$ cat src/rtl/rvv_backend_alu_unit_mask_viota_seq.sv
// rvv_backend_alu_unit_mask_viota_seq
//   Sequential viota.m / vid.v unit. One request carries a whole mask
//   register; results leave CHUNK elements per beat through a registered
//   output stage. Each viota element result is the running count of active
//   set source bits below it. vid reports the element index instead.
//
//   Handshake (both ports): a transfer happens on a rising clk edge where
//   valid && ready are both 1. A producer holding valid keeps its payload
//   stable until the transfer. On the output side out_* never change while
//   out_valid && !out_ready. in_ready does not depend on in_valid.
module rvv_backend_alu_unit_mask_viota_seq #(
    parameter int VLEN  = 128,
    parameter int CHUNK = 32,
    localparam int CNTW = $clog2(VLEN) + 1,
    localparam int LOGC = $clog2(CHUNK),
    localparam int IDXW = CNTW - LOGC
) (
    input  logic                  clk,
    input  logic                  rst_n,
    input  logic                  flush,
    input  logic                  in_valid,
    output logic                  in_ready,
    input  logic [VLEN-1:0]       in_src,
    input  logic [VLEN-1:0]       in_vmask,
    input  logic                  in_vm,
    input  logic [CNTW-1:0]       in_vl,
    input  logic                  in_mode,
    output logic                  out_valid,
    input  logic                  out_ready,
    output logic [CHUNK*CNTW-1:0] out_data,
    output logic [CHUNK-1:0]      out_we,
    output logic [IDXW-1:0]       out_idx,
    output logic                  out_last,
    output logic [CNTW-1:0]       out_cpop
);

    localparam logic [0:0] S_IDLE = 1'b0;
    localparam logic [0:0] S_RUN  = 1'b1;

    // FSM state; kept as a plain named register so checkers can bind to it
    logic [0:0] state;

    // Operation registers captured at acceptance
    logic [VLEN-1:0] src_q;      // mask source
    logic [VLEN-1:0] act_q;      // per-element active flags (vl and v0 folded in)
    logic            mode_q;     // 0 = viota, 1 = vid
    logic [IDXW-1:0] lastc_q;    // index of the final chunk

    // Running state
    logic [IDXW-1:0] chunk_q;    // next chunk to load into the output stage
    logic [CNTW-1:0] acc_q;      // active set bits in all chunks already loaded

    // Request decode
    logic [CNTW-1:0] veff_in;
    logic [VLEN-1:0] act_in;
    logic [IDXW-1:0] lastc_in;

    // Handshake events
    logic accept;
    logic consume;
    logic advance;
    logic finish;
    logic load;

    // Chunk source selection: at acceptance the first chunk is built directly
    // from the request so the beat is ready one cycle later
    logic [VLEN-1:0] sel_src;
    logic [VLEN-1:0] sel_act;
    logic            sel_mode;
    logic [IDXW-1:0] sel_lastc;
    logic [IDXW-1:0] sel_chunk;
    logic [CNTW-1:0] sel_acc;

    // Chunk computation results
    logic [CHUNK-1:0]      src_c;
    logic [CHUNK-1:0]      act_c;
    logic [CHUNK*CNTW-1:0] data_n;
    logic [CNTW-1:0]       acc_n;
    logic                  last_n;
    logic [CNTW-1:0]       cpop_n;

    assign in_ready = (state == S_IDLE) && !flush;
    assign accept   = in_valid && in_ready;
    assign consume  = out_valid && out_ready;
    assign advance  = (state == S_RUN) && consume && !out_last;
    assign finish   = (state == S_RUN) && consume && out_last;
    assign load     = accept || advance;

    // Decode a request: clamp vl, form active flags, find the final chunk
    always_comb begin
        veff_in = (in_vl > CNTW'(VLEN)) ? CNTW'(VLEN) : in_vl;
        act_in  = '0;
        for (int i = 0; i < VLEN; i++) begin
            act_in[i] = (CNTW'(i) < veff_in) && (in_vm || in_vmask[i]);
        end
        // vl = 0 still produces one (empty) beat, so the final chunk is 0
        if (veff_in == '0) begin
            lastc_in = '0;
        end else begin
            lastc_in = IDXW'((veff_in - CNTW'(1)) >> LOGC);
        end
    end

    // Pick the operand set for the chunk about to be loaded
    always_comb begin
        if (accept) begin
            sel_src   = in_src;
            sel_act   = act_in;
            sel_mode  = in_mode;
            sel_lastc = lastc_in;
            sel_chunk = '0;
            sel_acc   = '0;
        end else begin
            sel_src   = src_q;
            sel_act   = act_q;
            sel_mode  = mode_q;
            sel_lastc = lastc_q;
            sel_chunk = chunk_q;
            sel_acc   = acc_q;
        end
    end

    // Build one chunk: exclusive prefix count on top of the accumulator
    always_comb begin
        logic [CNTW-1:0] run;
        src_c  = CHUNK'(sel_src >> {sel_chunk, {LOGC{1'b0}}});
        act_c  = CHUNK'(sel_act >> {sel_chunk, {LOGC{1'b0}}});
        data_n = '0;
        run    = sel_acc;
        for (int e = 0; e < CHUNK; e++) begin
            if (act_c[e]) begin
                // vid: element index is simply {chunk, lane}
                data_n[e*CNTW +: CNTW] = sel_mode ? {sel_chunk, LOGC'(e)} : run;
            end
            run = run + CNTW'(src_c[e] & act_c[e]);
        end
        acc_n  = run;
        last_n = (sel_chunk == sel_lastc);
        // Total count is reported on the final beat only, in both modes
        cpop_n = last_n ? run : '0;
    end

    // FSM: IDLE accepts a request, RUN streams beats until the last is taken
    always_ff @(posedge clk or negedge rst_n) begin
        if (!rst_n) begin
            state <= S_IDLE;
        end else if (flush) begin
            state <= S_IDLE;
        end else if (accept) begin
            state <= S_RUN;
        end else if (finish) begin
            state <= S_IDLE;
        end
    end

    // Capture the request operands on acceptance
    always_ff @(posedge clk or negedge rst_n) begin
        if (!rst_n) begin
            src_q   <= '0;
            act_q   <= '0;
            mode_q  <= 1'b0;
            lastc_q <= '0;
        end else if (accept) begin
            src_q   <= in_src;
            act_q   <= act_in;
            mode_q  <= in_mode;
            lastc_q <= lastc_in;
        end
    end

    // Chunk counter and running accumulator step with each output load
    always_ff @(posedge clk or negedge rst_n) begin
        if (!rst_n) begin
            chunk_q <= '0;
            acc_q   <= '0;
        end else if (flush) begin
            chunk_q <= '0;
            acc_q   <= '0;
        end else if (load) begin
            chunk_q <= sel_chunk + IDXW'(1);
            acc_q   <= acc_n;
        end else if (finish) begin
            chunk_q <= '0;
            acc_q   <= '0;
        end
    end

    // Output stage: reload on acceptance or when a non-final beat is taken,
    // drain after the final beat, hold otherwise
    always_ff @(posedge clk or negedge rst_n) begin
        if (!rst_n) begin
            out_valid <= 1'b0;
            out_data  <= '0;
            out_we    <= '0;
            out_idx   <= '0;
            out_last  <= 1'b0;
            out_cpop  <= '0;
        end else if (flush || finish) begin
            out_valid <= 1'b0;
            out_data  <= '0;
            out_we    <= '0;
            out_idx   <= '0;
            out_last  <= 1'b0;
            out_cpop  <= '0;
        end else if (load) begin
            out_valid <= 1'b1;
            out_data  <= data_n;
            out_we    <= act_c;
            out_idx   <= sel_chunk;
            out_last  <= last_n;
            out_cpop  <= cpop_n;
        end
    end

endmodule
$ cat config.mk
export PLATFORM = sky130hd
export DESIGN_NAME = rvv_backend_alu_unit_mask_viota_seq
export DESIGN_NICKNAME = d
export VERILOG_FILES = /design/src/rtl/rvv_backend_alu_unit_mask_viota_seq.sv
export SDC_FILE = /design/constraint.sdc
export NUM_CORES = 2
export LEC_CHECK = 0
export BUFFER_PORTS_ARGS = -buffer_cell sky130_fd_sc_hd__buf_2
export CORE_MARGIN = 2
export CORE_UTILIZATION = 50
export DETAILED_ROUTE_END_ITERATION = 6
export HOLD_SLACK_MARGIN = 0.12
export MAX_ROUTING_LAYER = met4
export PLACE_DENSITY = 0.82
export SETUP_SLACK_MARGIN = 0.15
export SYNTH_ARGS = -nofsm -noshare
export SYNTH_HDL_FRONTEND = slang
export SYNTH_SLANG_ARGS = --single-unit
$ cat constraint.sdc
create_clock -name clk -period 14 [get_ports clk]
set_clock_uncertainty 0.1 [all_clocks]
set_input_delay 0.7 -clock clk [delete_from_list [all_inputs] [get_ports clk]]
set_output_delay 0.7 -clock clk [all_outputs]
set_load 0.02 [all_outputs]
==> impl_metrics.ini <==
[run_status]
outcome = finished clean

[critical_path]
r2r_start = state$_DFFE_PN0P_
crit_path_max_incr_delay_ns = 0.51
worstPathArrival_ns = 13.91
worstReg2RegEnd = acc_q[6]$_DFFE_PN0P_
cp_common_cell = ha_1
start_kind = flop
critPathSlowestCell = xnor3_1
endpoint_kind = flop
crit_type = flop to flop
cp_data_required_time_ns = 14.43
crit_fanout = 18
r2r_cells = 48
ff2ff_setup_slack_ns = 0.52

[routing]
wirelength_um = 135000
viasPerCell = 6.22
wl_per_cell_um = 26.1
ant_nets = 0
drt_iter0_drc = 4120
first_pass_iters = 7
drc = 0
vias = 32200

[finish]
final_area_mm2 = 0.0402
drive_above_1_share_pct = 25.4
area_growth_pct = 24.3
nets = 4589
instances_no_fill = 5166

[hold_path]
hold_class = primary input to flop
hp-start = in_src[62]
hold_end = src_q[62]$_DFF_PN0_
min_path_cells = 3

[floorplan]
num_rows = 93
initial_core_util_pct = 50.4
fp.dieW_um = 258
core_mm2 = 0.0642
die_h_um = 258
die_area_mm2 = 0.0668
io_pins = 573

[sta]
fin_crit_sh_pct = 96.3
post-route-min-period_ns = 13.48
fmax_mhz = 74.2
slew_violations = 0
finalHoldViolations = 0
hold_ws_ns = 0.144
rsz0062_at_grt = false
tns_ns = 0
relSlewSlack_pct = 14.0
worst_slew_pin_slew_ns = 1.28
setup-violations-final = 0

[synthesis]
synth_warnings = 0
yosys_most_used_dff = dfrtp_1
async_flop_share_pct = 100
synth_seq_cells = 573
synth.distinct_cells = 98
synth_edf_count = 0
avgSynthCellArea_um2 = 9.02
syn_area_mm2 = 0.0324
synth_cells = 3589
yosysSeqAreaShare_pct = 44.3
syn-num-nets = 3925

[global_route]
grt_usage_pct = 40.6
overflow = 0
grt_pass1_wl_um = 198000
grt_max_degree = 195
grt_pass1_vias = 31200
antenna_found_initial = 7

[place]
hpwlAfterDp_um = 102000
globalplace.congestion = 1.01
dp.cells = 5035
port_buffers = 572
place_area_mm2 = 0.0378

[cts]
cts-buffers-inserted = 61
numClockSinks = 573
cts_max_level = 2
cts_tree = built
clockBufferDepth = 3
cts-root-buf = clkbuf_16
insertion_delay_ns = 0.65
clk_pin_slew_worst_paths_ns = 0.06

[job]
max_cap_violations = 0
-- how the worst max path moves through the flow --
stage | start | cells after the start | slack (ns) | to
floorplan | flush | 54 | 0.16 | out_cpop[6]$_DFFE_PN0P_
global placement | in_vl[6] | 47 | 0.07 | acc_q[6]$_DFFE_PN0P_
detailed placement | in_vl[7] | 51 | -0.19 | acc_q[6]$_DFFE_PN0P_
CTS | state$_DFFE_PN0P_ | 46 | 0.18 | acc_q[6]$_DFFE_PN0P_
global route | state$_DFFE_PN0P_ | 50 | 0.05 | out_data[254]$_DFFE_PN0P_
finish | state$_DFFE_PN0P_ | 48 | 0.52 | acc_q[6]$_DFFE_PN0P_
-- timing repair --
action | in CTS | in global routing
resized for setup | 0 | 31
hold buffers | 1 | 0
endpoints found under the setup margin | 0 | 22
buffers inserted | 0 | 7
hold endpoints to repair | 62 | 0
-- cell type report --
| cell class | count | area (um2) |
|---|---|---|
| Sequential cell | 573 | 14300 |
| Fill cell | 5493 | 24000 |
| Clock buffer | 80 | 1690 |
| Timing Repair Buffer | 835 | 4910 |
| Antenna cell | 6 | 15.0 |
| Tap cell | 855 | 1070 |
| Inverter | 23 | 87.6 |
| Multi-Input combinational cell | 2759 | 17600 |
| Clock inverter | 35 | 508 |
-- cell usage in the layout (no fill, tap or decap), types with 39 or more instances in the layout --
master       n
clkbuf_16   62
xor2_1      47
o22ai_1     39
a21oi_1    132
o31ai_1     44
nand2_1    910
a21o_1      40
buf_2      570
o221ai_1    79
a32o_1      54
nand3_1     68
ha_1        40
nor3_1      46
o21ai_0    274
xnor2_1    112
nor2_1     223
a22o_1     113
dfrtp_1    571
buf_4      258
-- cell families after synthesis --
family / count (synthesis) / synth area share (%)
AO/OA/AOI/OAI: 975 / 21.0
buffers and inverters: 258 / 3.02
XOR/XNOR: 236 / 8.85
AND/OR/NAND/NOR: 1437 / 18.8
flip-flops: 573 / 44.3
adder cells (fa/ha/maj): 70 / 2.67
multiplexers: 40 / 1.35
-- sequential cells by signal (all words and copies together), names as in the netlist --
name / flops
acc_q: 8
act_q: 128
chunk_q: 3
lastc_q: 3
mode_q: 1
out_cpop: 8
out_data: 256
out_idx: 3
out_last: 1
out_valid: 1
out_we: 32
src_q: 128
state: 1
-- synthesized netlist by cell type, types with 8 or more instances --
library cell	number	area share [%]
a32o_1	54	1.7
a21oi_1	134	2.1
o21ai_1	8	0.12
o31ai_1	45	1.0
xnor2_1	120	3.2
xnor3_2	9	0.66
a22o_1	113	3.1
buf_1	23	0.27
and2_1	32	0.62
nand4_1	12	0.23
nand3_1	69	1.1
or3_1	12	0.23
a311oi_1	8	0.22
xor2_1	54	1.5
xnor3_1	25	1.7
a211oi_1	11	0.26
mux2_2	9	0.31
clkbuf_1	206	2.4
a311o_1	32	0.99
nor2b_1	14	0.27
nor4_1	10	0.19
and3_1	35	0.68
mux2i_1	27	0.84
nor3b_1	11	0.26
xnor2_2	12	0.60
or2_2	11	0.21
dfrtp_1	573	44
inv_1	22	0.26
nor2_1	225	2.6
nand2_1	912	11
a31oi_1	12	0.23
o22ai_1	39	0.75
o211ai_1	33	0.77
a21o_1	40	0.93
nand2b_1	23	0.44
o221ai_1	80	2.2
nor3_1	48	0.74
ha_1	65	2.5
o21ai_0	282	4.4
a21boi_0	15	0.35
o211a_1	8	0.25
-- per-stage QoR --
| stage | setup slack [ns] | utilization, % |
|---|---|---|
| after floorplan | 0.161 | - |
| after global placement | 0.0684 | 58.8 |
| after detailed placement | -0.188 | 58.8 |
| after CTS | 0.185 | 62.2 |
| after global routing | 0.0549 | 62.6 |
| final | 0.523 | 62.6 |
-- metal layers --
metal | vias up | track usage [%] | share of wire, %
met4 | 0 | 23.8 | 7.4
met3 | 437 | 6.98 | 9.1
met5 | - | - | 0
met2 | 1893 | 59.5 | 44
li1 | 14100 | - | -
met1 | 15700 | 53.2 | 40
-- worst max-delay path: cells and delay by family (launching register included) --
| kind | cells | cell delay (ns) |
|---|---|---|
| adders and majority gates | 31 | 9.35 |
| AOI/OAI and AO/OA | 8 | 1.49 |
| and+or+nand+nor | 4 | 0.75 |
| xor gates and xnor gates | 2 | 0.69 |
| buffers and inverters | 3 | 0.51 |
| DFF | 1 | 0.48 |
Power is left out: the tool's default activity adds up to more than one toggle a clock period on the data nets, which glitch-free logic cannot reach.
